`src/rtl/count_event_tracker.sv`:
```
// count_event_tracker: watches a 4-bit up/down counter, checks every step,
// and queues timestamped OVF / UNF / STEP_ERR events on a valid/ready port.
// It also keeps saturating statistics for each event type and for dropped events.
module count_event_tracker #(
    parameter int FIFO_DEPTH = 4,
    parameter int STAMP_W    = 8
) (
    input  logic               clk,
    input  logic               rst,
    input  logic               updo,
    input  logic [3:0]         count,
    input  logic               evt_ready,
    output logic               evt_valid,
    output logic [1:0]         evt_code,
    output logic [STAMP_W-1:0] evt_stamp,
    output logic [7:0]         ovf_cnt,
    output logic [7:0]         unf_cnt,
    output logic [7:0]         err_cnt,
    output logic [7:0]         drop_cnt
);
    localparam int AW = $clog2(FIFO_DEPTH);
    localparam logic [AW:0] DEPTH_L = (AW+1)'(FIFO_DEPTH);

    localparam logic [1:0] EV_OVF = 2'b00;
    localparam logic [1:0] EV_UNF = 2'b01;
    localparam logic [1:0] EV_ERR = 2'b10;

    typedef enum logic {S_INIT, S_TRACK} state_t;

    typedef struct packed {
        logic [1:0]         code;
        logic [STAMP_W-1:0] stamp;
    } entry_t;

    state_t               state_q, state_d;
    logic [3:0]           prev_count_q, prev_count_d;
    logic                 prev_updo_q, prev_updo_d;
    logic [STAMP_W-1:0]   stamp_q, stamp_d;
    logic [AW-1:0]        wr_ptr_q, wr_ptr_d, rd_ptr_q, rd_ptr_d;
    logic [AW:0]          occ_q, occ_d;
    entry_t               mem_q [FIFO_DEPTH];
    entry_t               mem_d [FIFO_DEPTH];
    logic [7:0]           ovf_cnt_q, ovf_cnt_d, unf_cnt_q, unf_cnt_d;
    logic [7:0]           err_cnt_q, err_cnt_d, drop_cnt_q, drop_cnt_d;

    logic [3:0] expected;
    logic       det;
    logic [1:0] det_code;
    logic       full, pop, push, drop;

    function automatic logic [7:0] sat_inc(input logic [7:0] v, input logic en);
        return (en && v != 8'hFF) ? v + 8'd1 : v;
    endfunction

    // Step checker: compare the sample against the predicted next value.
    always_comb begin
        expected = prev_updo_q ? prev_count_q + 4'd1 : prev_count_q - 4'd1;
        det      = 1'b0;
        det_code = EV_OVF;
        if (state_q == S_TRACK) begin
            if (count != expected) begin
                det      = 1'b1;
                det_code = EV_ERR;
            end else if (prev_updo_q && prev_count_q == 4'd15) begin
                det      = 1'b1;
                det_code = EV_OVF;
            end else if (!prev_updo_q && prev_count_q == 4'd0) begin
                det      = 1'b1;
                det_code = EV_UNF;
            end
        end
    end

    // Next-state: FSM, history reload, queue bookkeeping and statistics.
    always_comb begin
        state_d      = S_TRACK;
        prev_count_d = count;
        prev_updo_d  = updo;
        stamp_d      = stamp_q + 1'b1;

        // A full queue still accepts an event when its head leaves on the same edge.
        full = (occ_q == DEPTH_L);
        pop  = (occ_q != '0) && evt_ready;
        push = det && (!full || pop);
        drop = det && full && !pop;

        mem_d = mem_q;
        if (push) mem_d[wr_ptr_q] = '{code: det_code, stamp: stamp_q};
        wr_ptr_d = push ? wr_ptr_q + 1'b1 : wr_ptr_q;
        rd_ptr_d = pop  ? rd_ptr_q + 1'b1 : rd_ptr_q;
        occ_d    = occ_q;
        if (push && !pop)      occ_d = occ_q + 1'b1;
        else if (pop && !push) occ_d = occ_q - 1'b1;

        ovf_cnt_d  = sat_inc(ovf_cnt_q, det && det_code == EV_OVF);
        unf_cnt_d  = sat_inc(unf_cnt_q, det && det_code == EV_UNF);
        err_cnt_d  = sat_inc(err_cnt_q, det && det_code == EV_ERR);
        drop_cnt_d = sat_inc(drop_cnt_q, drop);
    end

    // State registers with synchronous active-low clear.
    always_ff @(posedge clk) begin
        if (!rst) begin
            state_q      <= S_INIT;
            prev_count_q <= '0;
            prev_updo_q  <= 1'b0;
            stamp_q      <= '0;
            wr_ptr_q     <= '0;
            rd_ptr_q     <= '0;
            occ_q        <= '0;
            ovf_cnt_q    <= '0;
            unf_cnt_q    <= '0;
            err_cnt_q    <= '0;
            drop_cnt_q   <= '0;
        end else begin
            state_q      <= state_d;
            prev_count_q <= prev_count_d;
            prev_updo_q  <= prev_updo_d;
            stamp_q      <= stamp_d;
            wr_ptr_q     <= wr_ptr_d;
            rd_ptr_q     <= rd_ptr_d;
            occ_q        <= occ_d;
            ovf_cnt_q    <= ovf_cnt_d;
            unf_cnt_q    <= unf_cnt_d;
            err_cnt_q    <= err_cnt_d;
            drop_cnt_q   <= drop_cnt_d;
        end
    end

    // Queue storage; contents are don't-care while occupancy is zero.
    always_ff @(posedge clk) begin
        mem_q <= mem_d;
    end

    // Head is masked to zero when nothing is queued.
    assign evt_valid = (occ_q != '0);
    assign evt_code  = evt_valid ? mem_q[rd_ptr_q].code  : '0;
    assign evt_stamp = evt_valid ? mem_q[rd_ptr_q].stamp : '0;
    assign ovf_cnt   = ovf_cnt_q;
    assign unf_cnt   = unf_cnt_q;
    assign err_cnt   = err_cnt_q;
    assign drop_cnt  = drop_cnt_q;
endmodule

```
`config.mk`:
```
export PLATFORM = sky130hd
export DESIGN_NAME = count_event_tracker
export DESIGN_NICKNAME = d
export VERILOG_FILES = /design/src/rtl/count_event_tracker.sv
export SDC_FILE = /design/constraint.sdc
export NUM_CORES = 1
export LEC_CHECK = 0
export CAP_MARGIN = 40
export CELL_PAD_IN_SITES_DETAIL_PLACEMENT = 1
export CELL_PAD_IN_SITES_GLOBAL_PLACEMENT = 1
export CORE_MARGIN = 2
export CORE_UTILIZATION = 48
export DETAILED_ROUTE_END_ITERATION = 7
export PLACE_DENSITY_LB_ADDON = 0.1
export SLEW_MARGIN = 5
export SYNTH_ARGS = -nofsm -noshare
export SYNTH_HDL_FRONTEND = slang
export SYNTH_SLANG_ARGS = --single-unit
```
`constraint.sdc`:
```
create_clock -name clk -period 7.85 [get_ports clk]
set_clock_uncertainty 0.1 [all_clocks]
set_input_delay 1.1775 -clock clk [delete_from_list [all_inputs] [get_ports clk]]
set_output_delay 1.1775 -clock clk [all_outputs]
set_load 0.1 [all_outputs]
```
==> results of run 1 <==
[metal layers]
layer  routed length (um)  vias up
li1                     -     1515
met1                 4510     1615
met2                 5800       56
met3                  287       15
met4                  154        0
met5                    0        -
[state kept, by name, summed over array words and instances, names as in the netlist]
signal and cells:
mem_q 40, drop_cnt 8, err_cnt 8, ovf_cnt 8, stamp_q 8, unf_cnt 8
prev_count_q 4, occ_q 3, rd_ptr_q 2, wr_ptr_q 2, prev_updo_q 1, state_q 1
[cell families (layout without fill, tap and decap cells)]
group	Yosys count	count (layout)	share of synthesized area
AND/OR/NAND/NOR	134	134	0.185
AO/OA/AOI/OAI	53	53	0.0845
XOR/XNOR	24	24	0.0533
flip-flops	93	93	0.538
buffers and inverters	25	122	0.0265
adder cells (fa/ha/maj)	14	14	0.0452
multiplexers	16	16	0.0679
[final timing paths]
| path | from | to | slack (ps) | depth (start not counted) |
|---|---|---|---|---|
| worst max-delay path | rd_ptr_q[0]$_SDFFE_PN0P_ | evt_code[0] | 3930 | 4 |
| worst min-delay path | stamp_q[0]$_SDFF_PN0_ | stamp_q[0]$_SDFF_PN0_ | 410 | 1 |
| worst max register to register | prev_updo_q$_SDFF_PN0_ | occ_q[2]$_SDFFE_PN0P_ | 4480 | 12 |
| worst min register to register | stamp_q[0]$_SDFF_PN0_ | stamp_q[0]$_SDFF_PN0_ | 410 | 1 |
[critical path: cells and delay by family (launching register included)]
kind | cells | cell delay (ps)
buffers and inverters | 2 | 640
muxes | 1 | 600
DFF | 1 | 880
and+or+nand+nor | 1 | 180
[power by group]
group	total [mW]	internal, mW	switching [mW]
Sequential	0.584	0.541	0.0423
Clock	0.344	0.169	0.175
Combinational	0.667	0.254	0.413
Total	1.59	0.964	0.631
[placed cells by master (no fill, tap or decap), types with 8 or more instances in the layout]
cell and instances:
edfxtp_1 40, o21ai_0 8, nor2_1 22, clkbuf_8 9, and3_1 8, and2_1 23, buf_8 44, dfxtp_1 53
clkdlybuf4s50_1 50, inv_1 9, a21oi_1 15, ha_1 12, xnor2_1 11, xor2_1 12, o31ai_1 8, nand2_1 16
mux4_2 10, nand3_1 21
[cell type report]
cell class / instances / area (um^2)
repair buffers: 96 / 1180
multi-input cells: 241 / 1830
clock inverters: 4 / 52.6
clock buffers: 12 / 156
inverters: 10 / 37.5
fillers: 864 / 2940
flip-flops and latches: 93 / 2260
well taps: 108 / 135
==> key figures, run 1 <==
Power and ir drop
  – Power Total: 1.59 mW
  – Power Dens Cells: 282 nW/um^2
  – P_leak: 2.04 nW
  – Maximum VDD drop: 179 uV

Layout
  – Cell Count, Final, Fillers Out: 564
  – Final instance area: 5650 um^2
  – Antenna cells: 0
  – # nets final: 473
  – Finished Core Util: 0.658
  – Area growth syn-to-layout: 34.4%
  – Layout cells sized above 1: 0.173

Floorplan
  – Die Footprint: 9520 um^2
  – Core area: 8590 um^2
  – Top-Level Pins: 51
  – Die Span Y: 97.6 um
  – Initial Util: 0.489
  – Row Count: 34
  – Chip width: 97.6 um

Timing
  – RSZ-0062 raised after global routing: false
  – Post-route setup TNS: 0 ps
  – PnR worst setup slack: 3930 ps
  – Final worst path period need: 3920 ps
  – Least-Margin Pin Slew: 832 ps
  – Peak Freq: 0.255 GHz
  – Pins Over Slew Limit: 0
  – Hold_ws: 410 ps
  – Relative slew slack: 0.444
  – Final hold violations: 0
  – # setup viols final: 0
  – Fin crit share: 0.499

Detailed routing
  – Final wirelength: 10.8 mm
  – Initial drt markers: 72
  – DR vias/cell: 5.68
  – DRC: 0
  – Pre-Repair DR Iteration Count: 5
  – Via count: 3201
  – Antenna-violating nets left: 0
  – DR WL/cell: 19.1 um

Placed design
  – Pre-CTS setup slack: 3790 ps
  – # port buffers: 50
  – Routability cong.: 0.762
  – Cell total after placement: 548
  – Area after DPL: 5440 um^2
  – Dpl hpwl: 7.68 mm

Synthesis
  – EDFF count, synth: 40
  – Synth top area share: 0.286
  – Syn Nets: 381
  – Synth top cells by count: dfxtp_1, edfxtp_1, and2_1
  – Synth area leaders: edfxtp_1, dfxtp_1, mux4_2, ha_1, and2_1
  – Post-synth ARST share: 0
  – Most frequent cell after synthesis: dfxtp_1
  – Post-synth top area cell: edfxtp_1
  – Synth warnings: 0
  – Synth Register Bits: 93
  – Post-Syn Area: 4200 um^2
  – Top FF cell, synth: dfxtp_1
  – Seq/Total Area, Yosys: 0.538
  – Netlist cell types: 52
  – Syn Inst Count: 359
  – Mean Syn Cell Area: 11.7 um^2

CTS
  – CTS Root Cell: clkbuf_8
  – Htree depth: 3
  – Hold_buf cts: 0
  – CTS tree: built
  – Total CTS buffers: 9
  – Register clock-pin slew on the reported worst setup and hold paths: 90 ps
  – Max Root-Sink Buffers: 2
  – Post-CTS setup buffer count: 0
  – Clock latency on the worst-skew pair: 350 ps
  – TritonCTS Sinks: 93
  – Post_cts resized: 0

Global routing
  – Pin count of the biggest net entering global routing: 30
  – Most Used Layer, Global Route: met2
  – Met1 usage: 0.279
  – Global-route wire length before repair: 17.7 mm
  – Vias in the first global route: 3397
  – GRT Total Usage: 0.232
  – Met3 GRT Util: 0.0367
  – GR Overflow Total: 0
  – Initial antenna violation count: 0
  – Met2 Track Usage GR: 0.432

Critical path
  – Crit start category: flop
  – CP endpoint kind: output port
  – Critical Path Slowest Stage Cell: dfxtp_1
  – Worst-path maximum fanout: 12
  – CP max stage delay: 880 ps
  – Worst EP required: 6570 ps
  – Crit Path Category: reg2out
  – CP Data Arrival Time: 2640 ps
  – Worst-path cell chain: mux4_2 -> and2_1 -> clkdlybuf4s50_1 -> buf_8

Run status
  – Status: finished, final reports clean

Min path
  – Hold crit path type: reg2reg

Job
  – Number of max-cap violations: 0
Note: power is estimated with default switching activity, not from simulation.
==> run 2, diff against run 1 <==
--- a/config.mk
+++ b/config.mk
@@ -9,7 +9,7 @@
 export CELL_PAD_IN_SITES_DETAIL_PLACEMENT = 1
 export CELL_PAD_IN_SITES_GLOBAL_PLACEMENT = 1
 export CORE_MARGIN = 2
-export CORE_UTILIZATION = 48
+export CORE_UTILIZATION = 40
 export DETAILED_ROUTE_END_ITERATION = 7
 export PLACE_DENSITY_LB_ADDON = 0.1
 export SLEW_MARGIN = 5
==> constraint.sdc (replaced) <==
create_clock -name clk -period 3.6 [get_ports clk]
set_clock_uncertainty 0.1 [all_clocks]
set_input_delay 0.54 -clock clk [delete_from_list [all_inputs] [get_ports clk]]
set_output_delay 0.54 -clock clk [all_outputs]
set_load 0.1 [all_outputs]
==> key figures, run 2 (same netlist as run 1, synthesis figures left out) <==
Placed design
  – # port buffers: 50 (unchanged)
  – Routability cong.: 0.724 (-4.9%)
  – Dpl hpwl: 6.82 mm (-11%)
  – Area after DPL: 5300 um^2 (-2.6%)

Detailed routing
  – Pre-Repair DR Iteration Count: 4 (-1)
  – DRC: 0 (unchanged)
  – Final wirelength: 9.78 mm (-9.0%)
  – Antenna-violating nets left: 0 (unchanged)
  – Initial drt markers: 134 (+86%)
  – Via count: 3086 (-3.6%)
  – DR WL/cell: 16.8 um (-12%)
  – DR vias/cell: 5.28 (-6.9%)

Power and ir drop
  – NetSw: 1.29 mW (+110%)
  – Sequential share of power: 0.400 (+0.034)
  – Power Total: 3.13 mW (+96%)
  – Net switching fraction of the power: 0.414 (+0.0183)
  – Clock share of power: 0.214 (-0.002)
  – Cell internal pwr: 1.83 mW (+90%)
  – Power Dens Cells: 571 nW/um^2 (+100%)
  – P_leak: 1.98 nW (-3.0%)
  – Maximum VDD drop: 521 uV (+190%)
  – Logic gate share of total power: 0.386 (-0.032)

Layout
  – # nets final: 465 (-1.7%)
  – Final instance area: 5480 um^2 (-3.0%)
  – Most frequent cells in the layout: dfxtp_1, edfxtp_1, clkdlybuf4s50_1
  – Reg with most FFs: mem_q
  – Most common cell after layout, fill and taps aside: dfxtp_1
  – Layout cells sized above 1: 0.179 (+0.00533)
  – Area growth syn-to-layout: 30.4%
  – Antenna cells: 0 (unchanged)
  – Largest register FFs: 40 (unchanged)

CTS
  – Post_cts resized: 0 (unchanged)
  – Total CTS buffers: 9 (unchanged)
  – Post-CTS setup buffer count: 0 (unchanged)
  – CTS tree: built
  – Register clock-pin slew on the reported worst setup and hold paths: 90 ps (about the same)
  – Htree depth: 3 (unchanged)
  – Clock latency on the worst-skew pair: 350 ps (about the same)
  – CTS Root Cell: clkbuf_8
  – Hold_buf cts: 0 (unchanged)
  – TritonCTS Sinks: 93 (unchanged)
  – Max Root-Sink Buffers: 2 (unchanged)

Global routing
  – Vias in the first global route: 3206 (-5.6%)
  – GRT Total Usage: 0.185 (-0.0469)
  – GR Overflow Total: 0 (unchanged)
  – Initial antenna violation count: 0 (unchanged)
  – Global-route wire length before repair: 16.4 mm (-7.3%)
  – Pin count of the biggest net entering global routing: 30 (unchanged)

Floorplan
  – Top-Level Pins: 51 (unchanged)
  – Die Span Y: 107 um (+9.2%)
  – Die Footprint: 11300 um^2 (+19%)
  – Core area: 10300 um^2 (+20%)
  – Chip width: 107 um (+9.2%)
  – Initial Util: 0.409 (-0.0802)
  – Row Count: 37 (+8.8%)

Critical path
  – RR Endpoint: occ_q[2]$_SDFFE_PN0P_
  – Crit Path Category: reg2reg
  – Critical Path Slowest Stage Cell: fa_1
  – R2R setup slack: 390 ps (-4090 ps)
  – Worst-path cell chain: inv_1 -> fa_1 -> xnor3_1 -> nand3_4 -> or3_1 -> o21ba_2 -> ha_1 -> inv_1 -> fa_1 -> xor2_1 -> or3_1 -> a21oi_1
  – CP Data Arrival Time: 3390 ps (+750 ps)
  – Worst EP required: 3780 ps (-2790 ps)
  – Worst-path maximum fanout: 8 (-4)
  – CP max stage delay: 390 ps (-490 ps)
  – Crit. Startpoint: prev_updo_q$_SDFF_PN0_
  – CP endpoint kind: flop
  – Worst r2r src: prev_updo_q$_SDFF_PN0_
  – Crit start category: flop
  – Path depth of the worst reg2reg path: 12 (unchanged)
  – CP Capture Point: occ_q[2]$_SDFFE_PN0P_

Timing
  – Post-route setup TNS: 0 ps (unchanged)
  – Final hold violations: 0 (unchanged)
  – Final worst path period need: 3210 ps
  – Pins Over Slew Limit: 0 (unchanged)
  – Hold_ws: 404 ps (-5.27 ps)
  – # setup viols final: 0 (unchanged)
  – Least-Margin Pin Slew: 628 ps (-204 ps)
  – Relative slew slack: 0.581 (+0.137)
  – RSZ-0062 raised after global routing: false
  – Fin crit share: 0.891
  – Peak Freq: 0.312 GHz

Job
  – Number of max-cap violations: 0 (unchanged)

Run status
  – Status: finished, final reports clean

Min path
  – Hold crit path type: reg2reg
  – Hold path startpoint: unf_cnt[4]$_SDFFE_PN0P_
-- run 2: cell types whose count changed in the layout (fill, tap and decap cells not counted), sizes merged --
cell / previous run / this run
clkinv: 1 / 5
inv: 11 / 9
clkinvlp: 1 / 0
buf: 46 / 49
clkdlybuf4s50: 50 / 39
clkbuf: 12 / 11
-- run 2: power by group through the flow --
stage | clock network [mW] | logic [mW] | registers, mW
floorplan | 0 | 0.950 | 1.27
global placement | 0 | 1.18 | 1.27
detailed placement | 0 | 1.22 | 1.28
CTS | 0.696 | 1.22 | 1.25
global route | 0.734 | 1.27 | 1.26
finish | 0.670 | 1.21 | 1.25
-- run 2: critical path: cells and delay by family, from the launching register on --
family	cells	cell delay (ps)
buffers and inverters	2	170
AOI/OAI and AO/OA	2	400
DFF	1	370
and+or+nand+nor	3	580
adders and majority gates	3	970
xor gates and xnor gates	2	550
-- run 2: worst min path at each step --
stage,endpoint,depth (start not counted)
2_1_floorplan,stamp_q[0]$_SDFF_PN0_,1
3_3_place_gp,stamp_q[0]$_SDFF_PN0_,1
3_5_place_dp,unf_cnt[4]$_SDFFE_PN0P_,2
4_1_cts,unf_cnt[4]$_SDFFE_PN0P_,2
5_1_grt,unf_cnt[6]$_SDFFE_PN0P_,1
6_report,unf_cnt[4]$_SDFFE_PN0P_,2
-- run 2: area by class of cell --
class / count / area [um^2]
repair buffers: 88 / 998
well taps: 136 / 170
clock buffers: 11 / 131
flip-flops and latches: 93 / 2260
multi-input cells: 241 / 1830
clock inverters: 5 / 51.3
inverters: 10 / 37.5
fillers: 1100 / 4800
-- run 2: routing by layer --
| metal | vias up | routed length, um | global-route usage |
|---|---|---|---|
| li1 | 1497 | - | - |
| met1 | 1535 | 4450 | 0.235 |
| met2 | 43 | 4950 | 0.322 |
| met3 | 11 | 214 | 0.0221 |
| met4 | 0 | 170 | 0.0742 |
| met5 | - | 0 | 0 |
-- run 2: stage by stage --
step,util,worst slack (ps),std cells
5_1_grt,0.533,213,584
4_1_cts,0.533,355,584
6_report,0.533,391,584
3_3_place_gp,0.469,291,536
2_1_floorplan,-,521,359
3_5_place_dp,0.516,175,568
==> run 3, diff against run 2 <==
--- a/config.mk
+++ b/config.mk
@@ -11,7 +11,7 @@
 export CORE_MARGIN = 2
 export CORE_UTILIZATION = 40
 export DETAILED_ROUTE_END_ITERATION = 7
-export PLACE_DENSITY_LB_ADDON = 0.1
+export PLACE_DENSITY_LB_ADDON = 0.12
 export SLEW_MARGIN = 5
 export SYNTH_ARGS = -nofsm -noshare
 export SYNTH_HDL_FRONTEND = slang
==> key figures, run 3 (same netlist as run 1, synthesis figures left out) <==
Run status
  – Status: finished, final reports clean

Detailed routing
  – DRC: 0 (unchanged)
  – Antenna-violating nets left: 0 (unchanged)
  – Pre-Repair DR Iteration Count: 4 (unchanged)
  – DR vias/cell: 5.37 (+1.6%)
  – DR WL/cell: 17.1 um (+2.3%)
  – Initial drt markers: 71 (-47%)
  – Final wirelength: 10.0 mm (+2.3%)
  – Via count: 3135 (+1.6%)

Critical path
  – Buf+Inv Stages, Crit Path: 2 (unchanged)
  – Worst-path cell chain: inv_1 -> fa_1 -> xnor3_1 -> nand3_4 -> or3_1 -> o21ba_2 -> ha_1 -> inv_1 -> fa_1 -> xor2_1 -> or3_1 -> a21oi_1
  – Critical Path Slowest Stage Cell: fa_1
  – Crit start category: flop
  – CP endpoint kind: flop
  – Cell family with most CP delay: adder cells
  – CP max stage delay: 390 ps (about the same)
  – Worst-path maximum fanout: 8 (unchanged)
  – Crit Path Category: reg2reg
  – CP Data Arrival Time: 3390 ps (about the same)
  – Worst EP required: 3800 ps (+20 ps)

Timing
  – Relative slew slack: 0.574 (-0.00712)
  – Least-Margin Pin Slew: 639 ps (+11.5 ps)
  – RSZ-0062 raised after global routing: false
  – Final hold violations: 0 (unchanged)
  – Pins Over Slew Limit: 0 (unchanged)
  – Final worst path period need: 3190 ps (-21.6 ps)
  – Fin crit share: 0.885 (-0.00599)
  – Peak Freq: 0.314 GHz (+0.68%)
  – Post-route setup TNS: 0 ps (unchanged)
  – # setup viols final: 0 (unchanged)

CTS
  – Post_cts resized: 0 (unchanged)
  – TritonCTS Sinks: 93 (unchanged)
  – Total CTS buffers: 9 (unchanged)
  – Clock latency on the worst-skew pair: 360 ps (about the same)
  – CTS tree: built
  – Register clock-pin slew on the reported worst setup and hold paths: 100 ps (about the same)
  – Hold_buf cts: 0 (unchanged)
  – Post-CTS setup buffer count: 0 (unchanged)
  – Htree depth: 3 (unchanged)
  – CTS Root Cell: clkbuf_8
  – Max Root-Sink Buffers: 2 (unchanged)

Global routing
  – Pin count of the biggest net entering global routing: 30 (unchanged)
  – Initial antenna violation count: 0 (unchanged)
  – Vias in the first global route: 3284 (+2.4%)
  – GR Overflow Total: 0 (unchanged)
  – Global-route wire length before repair: 16.8 mm (+2.2%)
  – GRT Total Usage: 0.189 (+0.00406)

Layout
  – Area growth syn-to-layout: 31.4%
  – Largest register FFs: 40 (unchanged)
  – Reg area: 2260 um^2 (unchanged)
  – Reg with most FFs: mem_q
  – Antenna cells: 0 (unchanged)
  – Finished Core Util: 0.537 (+0.00402)
  – # nets final: 465 (unchanged)
  – Fill count: 1096 (-0.36%)
  – Multi-input combinational cell area: 1830 um^2 (unchanged)
  – Most frequent cells in the layout: dfxtp_1, edfxtp_1, clkdlybuf4s50_1
  – Layout cells sized above 1: 0.188 (+0.00893)
  – Most common cell after layout, fill and taps aside: dfxtp_1

Placed design
  – Dpl hpwl: 6.87 mm (+0.67%)
  – # port buffers: 50 (unchanged)
  – Routability cong.: 0.722 (-0.28%)

Floorplan
  – Die Footprint: 11300 um^2 (unchanged)
  – Row Count: 37 (unchanged)
  – Die Span Y: 107 um (unchanged)
  – Core area: 10300 um^2 (unchanged)
  – Chip width: 107 um (unchanged)
  – Initial Util: 0.409 (unchanged)
  – Top-Level Pins: 51 (unchanged)

Power and ir drop
  – P_leak: 2.00 nW (+1.1%)
  – Power Dens Cells: 590 nW/um^2 (+3.3%)
  – Maximum VDD drop: 557 uV (+6.9%)

Job
  – Number of max-cap violations: 0 (unchanged)

Min path
  – Hold crit path type: reg2reg
[run 3: cell types whose count changed in the layout (fill, tap and decap cells not counted)]
cell       previous run  this run
buf_4                17        16
buf_6                 0         1
bufinv_16             1         2
clkbuf_1              2         0
clkinv_1              3         1
clkinv_2              1         2
inv_6                 0         2
[run 3: final timing paths]
kind,start,to,slack (ps),depth (start not counted)
setup / recovery,prev_updo_q$_SDFF_PN0_,occ_q[2]$_SDFFE_PN0P_,410,12
hold / removal,stamp_q[0]$_SDFF_PN0_,stamp_q[0]$_SDFF_PN0_,410,1
setup reg to reg,prev_updo_q$_SDFF_PN0_,occ_q[2]$_SDFFE_PN0P_,410,12
hold reg to reg,stamp_q[0]$_SDFF_PN0_,stamp_q[0]$_SDFF_PN0_,410,1
[run 3: final cells by class]
cell class	count	share of cell area
clock inverters	7	0.0174
inverters	10	0.00680
flip-flops and latches	93	0.410
well taps	136	0.0308
multi-input cells	241	0.331
repair buffers	88	0.181
clock buffers	9	0.0224
[run 3: layer usage]
| layer | vias up | wire, um | GRT usage |
|---|---|---|---|
| li1 | 1494 | - | - |
| met1 | 1585 | 4370 | 0.240 |
| met2 | 45 | 5240 | 0.333 |
| met3 | 11 | 293 | 0.0374 |
| met4 | 0 | 106 | 0.0445 |
| met5 | - | 0 | 0 |
[run 3: worst reg2reg max path, delay by kind of cell, from the launching register on]
| kind | cells | cell delay [ps] |
|---|---|---|
| compound gates | 2 | 360 |
| xor+xnor | 2 | 540 |
| buf+inv | 2 | 170 |
| flops | 1 | 380 |
| fa+ha+maj | 3 | 1000 |
| simple gates | 3 | 560 |
[run 3: stage by stage]
step | hold slack (ps) | area [um^2] | power, mW | std cells | worst slack [ps]
after floorplan | 349 | 4200 | 2.23 | 359 | 521
after global placement | 377 | 4810 | 2.46 | 535 | 303
after detailed placement | 391 | 5300 | 2.50 | 568 | 213
after CTS | 413 | 5520 | 3.29 | 584 | 388
after global routing | 432 | 5520 | 3.41 | 584 | 238
final | 409 | 5520 | 3.26 | 584 | 412
[run 3: power breakdown]
group | total [mW] | internal [mW] | switching, mW
registers | 1.25 | 1.18 | 0.0717
logic | 1.21 | 0.341 | 0.871
clock network | 0.792 | 0.396 | 0.397
total | 3.26 | 1.92 | 1.34
